--- src/rtl/seq_det_pkg.sv ---
// Shared helpers for the parametrised sequence detector: state width and the
// mismatch fallback (longest pattern prefix ending at the newest bit).
package seq_det_pkg;

  localparam int MAX_W = 16;

  function automatic int state_w(input int w);
    return (w > 1) ? $clog2(w) : 1;
  endfunction

  // Bit i of the pattern in arrival order (i=0 is the first bit expected).
  function automatic logic pbit(input logic [MAX_W-1:0] pat, input int w, input int i);
    return |((pat >> (w - 1 - i)) & MAX_W'(1));
  endfunction

  // After a mismatch at prefix length k: the received tail is prefix(k) then x.
  // Return the longest j<=k whose last-j tail bits equal prefix(j).
  function automatic int fail_next(input logic [MAX_W-1:0] pat, input int w,
                                   input int k, input logic x);
    int   best;
    int   pos;
    logic ok;
    logic sb;
    best = 0;
    for (int j = 1; j < MAX_W; j++) begin
      if (j <= k) begin
        ok = 1'b1;
        for (int t = 0; t < MAX_W; t++) begin
          if (t < j) begin
            pos = k + 1 - j + t;
            sb  = (pos == k) ? x : pbit(pat, w, pos);
            if (sb != pbit(pat, w, t)) ok = 1'b0;
          end
        end
        if (ok) best = j;
      end
    end
    return best;
  endfunction

endpackage

--- src/rtl/seq_det_next.sv ---
// Combinational next-prefix logic: expected-bit compare, full-match flag,
// pattern border for overlapping restarts and mismatch fallback.
module seq_det_next
  import seq_det_pkg::*;
#(
  parameter int PATTERN_W = 4,
  parameter int SW        = 2
) (
  input  logic [PATTERN_W-1:0] pattern_i,
  input  logic [SW-1:0]        k_i,
  input  logic                 x_i,
  input  logic                 overlap_i,
  output logic                 match_o,
  output logic [SW-1:0]        k_next_o
);

  logic [SW-1:0] border;
  logic          ok;
  logic          hit;

  always_comb begin
    border = '0;
    ok     = 1'b0;
    for (int j = 1; j < PATTERN_W; j++) begin
      ok = 1'b1;
      for (int t = 0; t < j; t++) begin
        if (pbit(MAX_W'(pattern_i), PATTERN_W, PATTERN_W - j + t) !=
            pbit(MAX_W'(pattern_i), PATTERN_W, t)) ok = 1'b0;
      end
      if (ok) border = SW'(j);
    end
  end

  always_comb begin
    hit      = (x_i == pbit(MAX_W'(pattern_i), PATTERN_W, int'(k_i)));
    match_o  = hit && (k_i == SW'(PATTERN_W - 1));
    k_next_o = '0;
    if (match_o) begin
      k_next_o = overlap_i ? border : '0;
    end else if (hit) begin
      k_next_o = k_i + SW'(1);
    end else begin
      k_next_o = SW'(fail_next(MAX_W'(pattern_i), PATTERN_W, int'(k_i), x_i));
    end
  end

endmodule

--- src/rtl/seq_detector_param.sv ---
// Mealy detector for a run-time loadable serial pattern with overlap select,
// registered detect and saturating match counter.
module seq_detector_param
  import seq_det_pkg::*;
#(
  parameter int                   PATTERN_W    = 4,
  parameter logic [PATTERN_W-1:0] PATTERN_INIT = 4'b1011,
  parameter int                   CNT_W        = 8
) (
  input  logic                          clk,
  input  logic                          rstn,
  input  logic                          en,
  input  logic                          x,
  input  logic                          load,
  input  logic [PATTERN_W-1:0]          pattern_in,
  input  logic                          overlap,
  input  logic                          clr,
  output logic                          detect,
  output logic                          detect_q,
  output logic [CNT_W-1:0]              match_cnt,
  output logic [state_w(PATTERN_W)-1:0] state_o
);

  localparam int SW = state_w(PATTERN_W);

  logic [SW-1:0]        k_q, k_d;
  logic [PATTERN_W-1:0] pattern_q, pattern_d;
  logic [CNT_W-1:0]     cnt_q, cnt_d;
  logic                 det_q;
  logic                 match;
  logic [SW-1:0]        k_nxt;

  seq_det_next #(
    .PATTERN_W (PATTERN_W),
    .SW        (SW)
  ) u_next (
    .pattern_i (pattern_q),
    .k_i       (k_q),
    .x_i       (x),
    .overlap_i (overlap),
    .match_o   (match),
    .k_next_o  (k_nxt)
  );

  always_comb begin
    detect    = rstn && en && !load && match;
    k_d       = k_q;
    pattern_d = pattern_q;
    if (load) begin
      // A load restarts the search; this cycle's x is discarded.
      pattern_d = pattern_in;
      k_d       = '0;
    end else if (en) begin
      k_d = k_nxt;
    end
    cnt_d = cnt_q;
    if (clr) begin
      cnt_d = '0;
    end else if (detect && (cnt_q != '1)) begin
      cnt_d = cnt_q + CNT_W'(1);
    end
  end

  always_ff @(posedge clk or negedge rstn) begin
    if (!rstn) begin
      k_q       <= '0;
      pattern_q <= PATTERN_INIT;
      cnt_q     <= '0;
      det_q     <= 1'b0;
    end else begin
      k_q       <= k_d;
      pattern_q <= pattern_d;
      cnt_q     <= cnt_d;
      det_q     <= detect;
    end
  end

  assign detect_q  = det_q;
  assign match_cnt = cnt_q;
  assign state_o   = k_q;

endmodule

--- config.mk ---
export PLATFORM = sky130hd
export DESIGN_NAME = seq_detector_param
export DESIGN_NICKNAME = d
export VERILOG_FILES = /design/src/rtl/seq_det_pkg.sv /design/src/rtl/seq_det_next.sv /design/src/rtl/seq_detector_param.sv
export SDC_FILE = /design/constraint.sdc
export NUM_CORES = 1
export LEC_CHECK = 0
export ABC_CLOCK_PERIOD_IN_PS = 3010
export CAP_MARGIN = 20
export CORE_MARGIN = 1
export CORE_UTILIZATION = 50
export CTS_CLUSTER_DIAMETER = 200
export CTS_CLUSTER_SIZE = 10
export DETAILED_ROUTE_END_ITERATION = 12
export PLACE_DENSITY = 0.82
export SETUP_SLACK_MARGIN = 0.2
export SLEW_MARGIN = 5
export SYNTH_ARGS = -nofsm -noshare
export SYNTH_HDL_FRONTEND = slang
export SYNTH_HIERARCHICAL = 1
export SYNTH_SLANG_ARGS = --single-unit
--- constraint.sdc ---
create_clock -name clk -period 3.01 [get_ports clk]
set_clock_uncertainty 0.05 [all_clocks]
set_input_delay 0.903 -clock clk [delete_from_list [all_inputs] [get_ports clk]]
set_output_delay 0.903 -clock clk [all_outputs]
set_load 0.05 [all_outputs]
After elaboration in Yosys (flattened, before gate mapping)

Index checks and enable logic that the tools add are counted.

Bits in registers: 15
Input port bits: 11
Logic and storage cells: 101

$add $sub $neg: 16
Reductions and logical operators: 8
Mux-type cells: 42
Shift-type cells: 7
Eq/ne operators: 21
$lt $le $gt $ge: 3

Operator list:

| operator                                                             | number |
|---|---|
| 4-bit by 32-bit >> shifter with 1-bit output                         | 7 |
| 32-bit by 3-bit equality test with 1-bit output                      | 6 |
| 3-bit by 32-bit subtractor with 32-bit output, first input constant  | 6 |
| 32-bit by 2-bit adder with 32-bit output, second input constant      | 2 |
| 32-bit by 3-bit subtractor with 32-bit output, second input constant | 2 |
| 32-bit by 3-bit adder with 32-bit output, second input constant      | 1 |
| 32-bit by 2-bit subtractor with 32-bit output, second input constant | 1 |
| 1-bit 2-to-1 mux                                                     | 29 |
| 2-bit 2-to-1 mux                                                     | 11 |
| 8-bit 2-to-1 mux                                                     | 2 |
| 1-bit inequality test                                                | 12 |
| 8-bit by 1-bit adder with 8-bit output, second input constant        | 1 |
| 8-bit inequality test, second input constant                         | 1 |
| 1-bit logical AND                                                    | 5 |
| 2-bit <= comparator, first input constant                            | 2 |
| 2-bit nonzero test                                                   | 2 |
| 2-bit by 1-bit adder with 3-bit output, second input constant        | 1 |
| 2-bit by 2-bit subtractor with 3-bit output, first input constant    | 1 |
| 2-bit by 1-bit adder with 2-bit output, second input constant        | 1 |
| 2-bit equality test, second input constant                           | 1 |
| 1-bit by 2-bit <= comparator with 1-bit output, first input constant | 1 |
| 1-bit equality test                                                  | 1 |
| 1-bit zero test                                                      | 1 |

Longest topological paths before layout

Depth in word-level cells: 20
Gate-level depth with buffers: 18
Gate-level depth less buffers: 16

By module

Netlist, hierarchy kept.

By module, submodules not included:

| module             | area an instance (µm²) | cells each | times used |
|---|---|---|---|
| seq_det_next       | 989.7                  | 111        | 1 |
| seq_detector_param | 713.2                  | 61         | 1 |

Least setup slack after synthesis

Ideal clock, no wire load.

Path kind: reg-to-reg
Start point: register k_q[0] (netlist: state_o[0])
End point: register k_q[1] (netlist: state_o[1])
Buffers on the path: 2
Stages on the path, launching flop included: 18
Period minus slack after synthesis: 3.706 ns
Data required time: 2.887 ns
Arrival time: 3.583 ns
Slack: -0.696 ns
Library setup time: 0.073 ns
Cells stage by stage: dfrtp_1 buf_6 buf_2 inv_1 ha_1 xnor2_2 inv_1 fa_1 inv_1 ha_1 nand3b_1 mux2i_1 mux2i_1 xor2_1 a41oi_2 a22oi_1 mux2i_1 nor2_1

Cells in the longest elaborated chain, start to end: 19
Elaborated cells between the ends (all ways): 58

Ends and longest elaborated chain:

| element                                                                                                              | RTL line                             | text |
|---|---|---|
| start, declared                                                                                                      | seq_detector_param.sv:26             | `logic [SW-1:0] k_q, k_d;` |
| start signal, assigned                                                                                               | seq_detector_param.sv:71             | `k_q <= k_d;` |
| 2-bit by 1-bit adder with 3-bit output                                                                               | seq_det_pkg.sv:30                    | `pos = k + 1 - j + t;` |
| 32-bit by 3-bit subtractor with 32-bit output                                                                        | seq_det_pkg.sv:30                    |  |
| 32-bit by 2-bit adder with 32-bit output / 3-bit by 32-bit subtractor with 32-bit output (equally long branches)     | seq_det_pkg.sv:30, seq_det_pkg.sv:13 |  |
| 3-bit by 32-bit subtractor with 32-bit output / 4-bit by 32-bit >> shifter with 1-bit output (equally long branches) | seq_det_pkg.sv:13                    | `return \|((pat >> (w - 1 - i)) & MAX_W'(1));` |
| 4-bit by 32-bit >> shifter with 1-bit output / 1-bit 2-to-1 mux (equally long branches)                              | seq_det_pkg.sv:13, seq_det_pkg.sv:31 |  |
| 1-bit 2-to-1 mux / 1-bit inequality test (equally long branches)                                                     | seq_det_pkg.sv:31, seq_det_pkg.sv:32 |  |
| 1-bit inequality test / 1-bit 2-to-1 mux (equally long branches)                                                     | seq_det_pkg.sv:32                    | `if (sb != pbit(pat, w, t)) ok = 1'b0;` |
| 1-bit 2-to-1 mux                                                                                                     | seq_det_pkg.sv:32                    |  |
| [4 not listed]                                                                                                       | -                                    |  |
| 2-bit 2-to-1 mux                                                                                                     | seq_det_pkg.sv:26                    | `if (j <= k) begin` |
| 2-bit 2-to-1 mux                                                                                                     | seq_det_pkg.sv:35                    | `if (ok) best = j;` |
| 2-bit 2-to-1 mux                                                                                                     | seq_det_pkg.sv:26                    |  |
| 2-bit 2-to-1 mux                                                                                                     | seq_det_next.sv:40                   | `end else if (hit) begin` |
| 2-bit 2-to-1 mux *                                                                                                   | seq_det_next.sv:38                   | `if (match_o) begin` |
| net k_nxt[1]                                                                                                         | seq_detector_param.sv:31             | `logic [SW-1:0] k_nxt;` |
| 2-bit 2-to-1 mux *                                                                                                   | seq_detector_param.sv:53             | `end else if (en) begin` |
| 2-bit 2-to-1 mux *                                                                                                   | seq_detector_param.sv:49             | `if (load) begin` |

The timed path passes the listed nets; every way through them passes the cells marked *. The select of a mux whose other input is x is not followed.
A chain may end at the register's enable or synchronous reset.

Final worst setup path

Start point: register k_q[0] (netlist: state_o[0])
End point: output port detect

Cells in the longest elaborated chain, start to end: 5
Elaborated cells between the ends (all ways): 6

Ends and longest elaborated chain:

| element                                      | RTL line                 | text |
|---|---|---|
| 2-bit by 2-bit subtractor with 3-bit output  | seq_det_pkg.sv:13        |  |
| 4-bit by 32-bit >> shifter with 1-bit output | seq_det_pkg.sv:13        |  |
| 1-bit equality test                          | seq_det_next.sv:35       | `hit = (x_i == pbit(MAX_W'(pattern_i), PATTERN_W, int'(k_i)));` |
| 1-bit logical AND *                          | seq_det_next.sv:36       | `match_o = hit && (k_i == SW'(PATTERN_W - 1));` |
| net match                                    | seq_detector_param.sv:30 | `logic match;` |
| 1-bit logical AND *                          | seq_detector_param.sv:46 | `detect = rstn && en && !load && match;` |
| end, declared                                | seq_detector_param.sv:18 | `output logic detect,` |

The timed path passes the listed nets; every way through them passes the cells marked *.

==> summary.md <==
| Metric | Value |
|---|---|
| NumNets Final | `253` |
| First-pass GRT wire length | `6.706 mm` |
| Unique masters post-synth | `47` |
| Drt initial violations | `54` |
| DRT Pass-1 Iters | `4` |
| Synth warnings | `6` |
| # rows | `20` |
| Hold Violations, Final | `0` |
| Ys async rst share | `100.0%` |
| Dpl ws | `-146.7 ps` |
| Fin worst setup slack | `-60.43 ps` |
| Setup total negative slack | `-171.9 ps` |
| Synth Register Bits | `15` |
| # Max-Cap Violations | `0` |
| Post-DRT Antenna Nets | `0` |
| N_diodes | `0` |
| Vias in the first global route | `1564` |
| Post-Syn Area | `0.001703 sq mm` |
| Routed wire per std cell | `15.36 um` |
| Initial core utilization | `54.01%` |
| Layout Utilization | `70.00%` |
| Core ar. | `0.003153 sq mm` |
| Startpoint Class | `flip-flop` |
| Crit path max-delay family | `multiplexers` |
| All-layer global routing usage | `25.07%` |
| Leak Pwr | `0.9807 nW` |
| Mapped Cells | `172` |
| CTS HTree Levels | `1` |
| CTS tree | `built` |
| Crit path arrival time | `2120 ps` |
| Share of cells above drive strength 1 | `26.39%` |
| Placed cell area | `0.002120 sq mm` |
| Post-synth EDFFs | `0` |
| Most frequent cells in the layout | `buf_4, clkdlybuf4s50_1, mux2i_1` |
| Hold_buf cts | `0` |
| Crit path largest cell delay | `520 ps` |
| Vias/cell | `5.523` |
| Max IR drop VDD | `0.0004606 V` |
| Largest net degree at the start of global routing | `16` |
| Crit Path Max Fanout | `4` |
| F_max | `325.7 MHz` |
| Commonest non-fill, non-tap cell in the layout | `buf_4` |
| Tmin final | `3070 ps` |
| Clk buf depth | `2` |
| Root Driver | `clkbuf_4` |
| Num Clock Sinks | `15` |
| Rel. slew slack | `65.37%` |
| Fin crit share | `102.0%` |
| Setup crit end kind | `primary output` |
| Vias | `1436` |
| Hold Crit Class | `flip-flop to flip-flop` |
| GP Congestion | `0.9103` |
| Dpl hpwl | `3.030 mm` |
| Mean area per synthesized cell | `9.900 sq um` |
| Failing checks | `negative setup slack` |
| IO buf count | `22` |
| Main flop type after synthesis | `dfrtp_1` |
| Top Ports | `23` |
| Critical path's slowest cell | `mux4_2` |
| Num CTS Buffers | `3` |
| Crit-path cells | `buf_6, mux4_2, xnor2_2, and2_4, and4b_2, buf_12` |
| Total routed wirelength | `3.994 mm` |
| Die Footprint | `0.003643 sq mm` |
| RSZ-0062 raised after global routing | `true` |
| Buf+Inv Stages, Crit Path | `2` |
| Grt ovf | `0` |
| Final slew viol count | `0` |
| DIE WIDTH | `60.36 um` |
| Outcome | `complete, but fails checks` |
| Cell area after layout | `0.002207 sq mm` |
| Post-Place Cells | `252` |
| Sequential area share after synthesis | `22.26%` |
| Pwr dens | `665.8 mW/mm^2` |
| Setup-failing EPs final | `3` |
| Area Overhead vs Synth | `29.61%` |
| Setup CP Type | `flip-flop to primary output` |
| Non-Filler Instances | `260` |
| Die Height | `60.36 um` |
| Reg clk slew, reported paths | `90 ps` |
| Worst EP required | `2060 ps` |
| Later-pin clock latency in the skew report | `300 ps` |
| Initial antenna violation count | `0` |
| DRC viols | `0` |
| Tightest Pin Transition | `517.9 ps` |
==> what timing repair did <==
action                                 CTS  global route
endpoints found under the hold margin    0             0
setup endpoints to repair                3             3
pin swaps                                2             7
gates resized for setup                  6            10
setup buffers                            1             3
==> report_power, final <==
part | total, mW | internal (mW) | switching (mW)
Sequential | 0.247 | 0.219 | 0.0284
Clock | 0.119 | 0.0517 | 0.0670
Combinational | 1.10 | 0.563 | 0.541
==> per-stage QoR <==
step	hold slack [ps]	power [mW]
2_1_floorplan	425.1	1.016
3_3_place_gp	522.3	1.201
3_5_place_dp	560.1	1.275
4_1_cts	580.9	1.419
5_1_grt	616.9	1.589
6_report	574.6	1.469
==> worst min-delay path, stage by stage (launching register included) <==
cell and delay [ps]:
dfrtp_1 410, mux2i_1 100, nor2_1 80
==> logic make-up after synthesis <==
logic type	count (synthesis)	synth area share, %
AO/OA/AOI/OAI	21	9.258
XOR/XNOR	14	8.890
adder cells (fa/ha/maj)	25	20.13
buffers and inverters	27	8.009
flip-flops	15	22.26
multiplexers	22	14.69
other	1	0.2202
AND/OR/NAND/NOR	47	16.53
==> cells in the mapped netlist (all sizes together), types with 2 or more instances <==
cell type | instances | area (sq um)
ha | 21 | 262.8
inv | 16 | 60.06
mux2i | 16 | 160.2
dfrtp | 12 | 300.3
nor2 | 10 | 37.54
buf | 9 | 68.81
xnor2 | 8 | 85.08
o21ai | 6 | 41.29
nand4 | 5 | 31.28
xor2 | 5 | 43.79
fa | 4 | 80.08
mux2 | 4 | 45.04
nand2 | 4 | 15.01
nand3 | 4 | 20.02
and4 | 3 | 26.28
dfstp | 3 | 78.83
nand2b | 3 | 18.77
nand3b | 3 | 26.27
o211ai | 3 | 22.52
a21boi | 2 | 15.01
a21oi | 2 | 10.01
a31oi | 2 | 12.51
and2 | 2 | 12.51
and3 | 2 | 12.51
clkbuf | 2 | 7.510
mux4 | 2 | 45.04
nor2b | 2 | 12.51
o2111ai | 2 | 17.52
or3 | 2 | 12.51
or3b | 2 | 17.52
==> cell type report <==
class / count / area [sq um]
inverters: 16 / 65.06
repair buffers: 46 / 416.7
flip-flops and latches: 15 / 381.6
multi-input cells: 135 / 1262
well taps: 44 / 55.05
clock buffers: 4 / 26.28
fillers: 241 / 945.9
==> metal layers <==
layer	vias to the layer above	share of wire [%]	GRT usage, %
met5	-	0	0
met2	54	52	42.86
met3	11	3.6	2.772
met1	692	41	29.55
met4	0	2.8	16.94
li1	679	-	-
==> final timing paths <==
kind	depth (start not counted)	end	slack, ps	startpoint
setup / recovery	6	detect	-60	state_o[0]
hold / removal	2	match_cnt[1]	570	match_cnt[1]
setup reg to reg	15	state_o[1]	-60	state_o[1]
hold reg to reg	2	match_cnt[1]	570	match_cnt[1]
max in group asynchronous	2	pattern_q[0]	1770	rstn
min in group asynchronous	2	detect_q	880	rstn
==> flip-flops by register name (all words and copies together) (netlist names) <==
register   flops
state_o        2
detect_q       1
pattern_q      4
match_cnt      8
No activity file was read; power rests on OpenSTA's default activity.
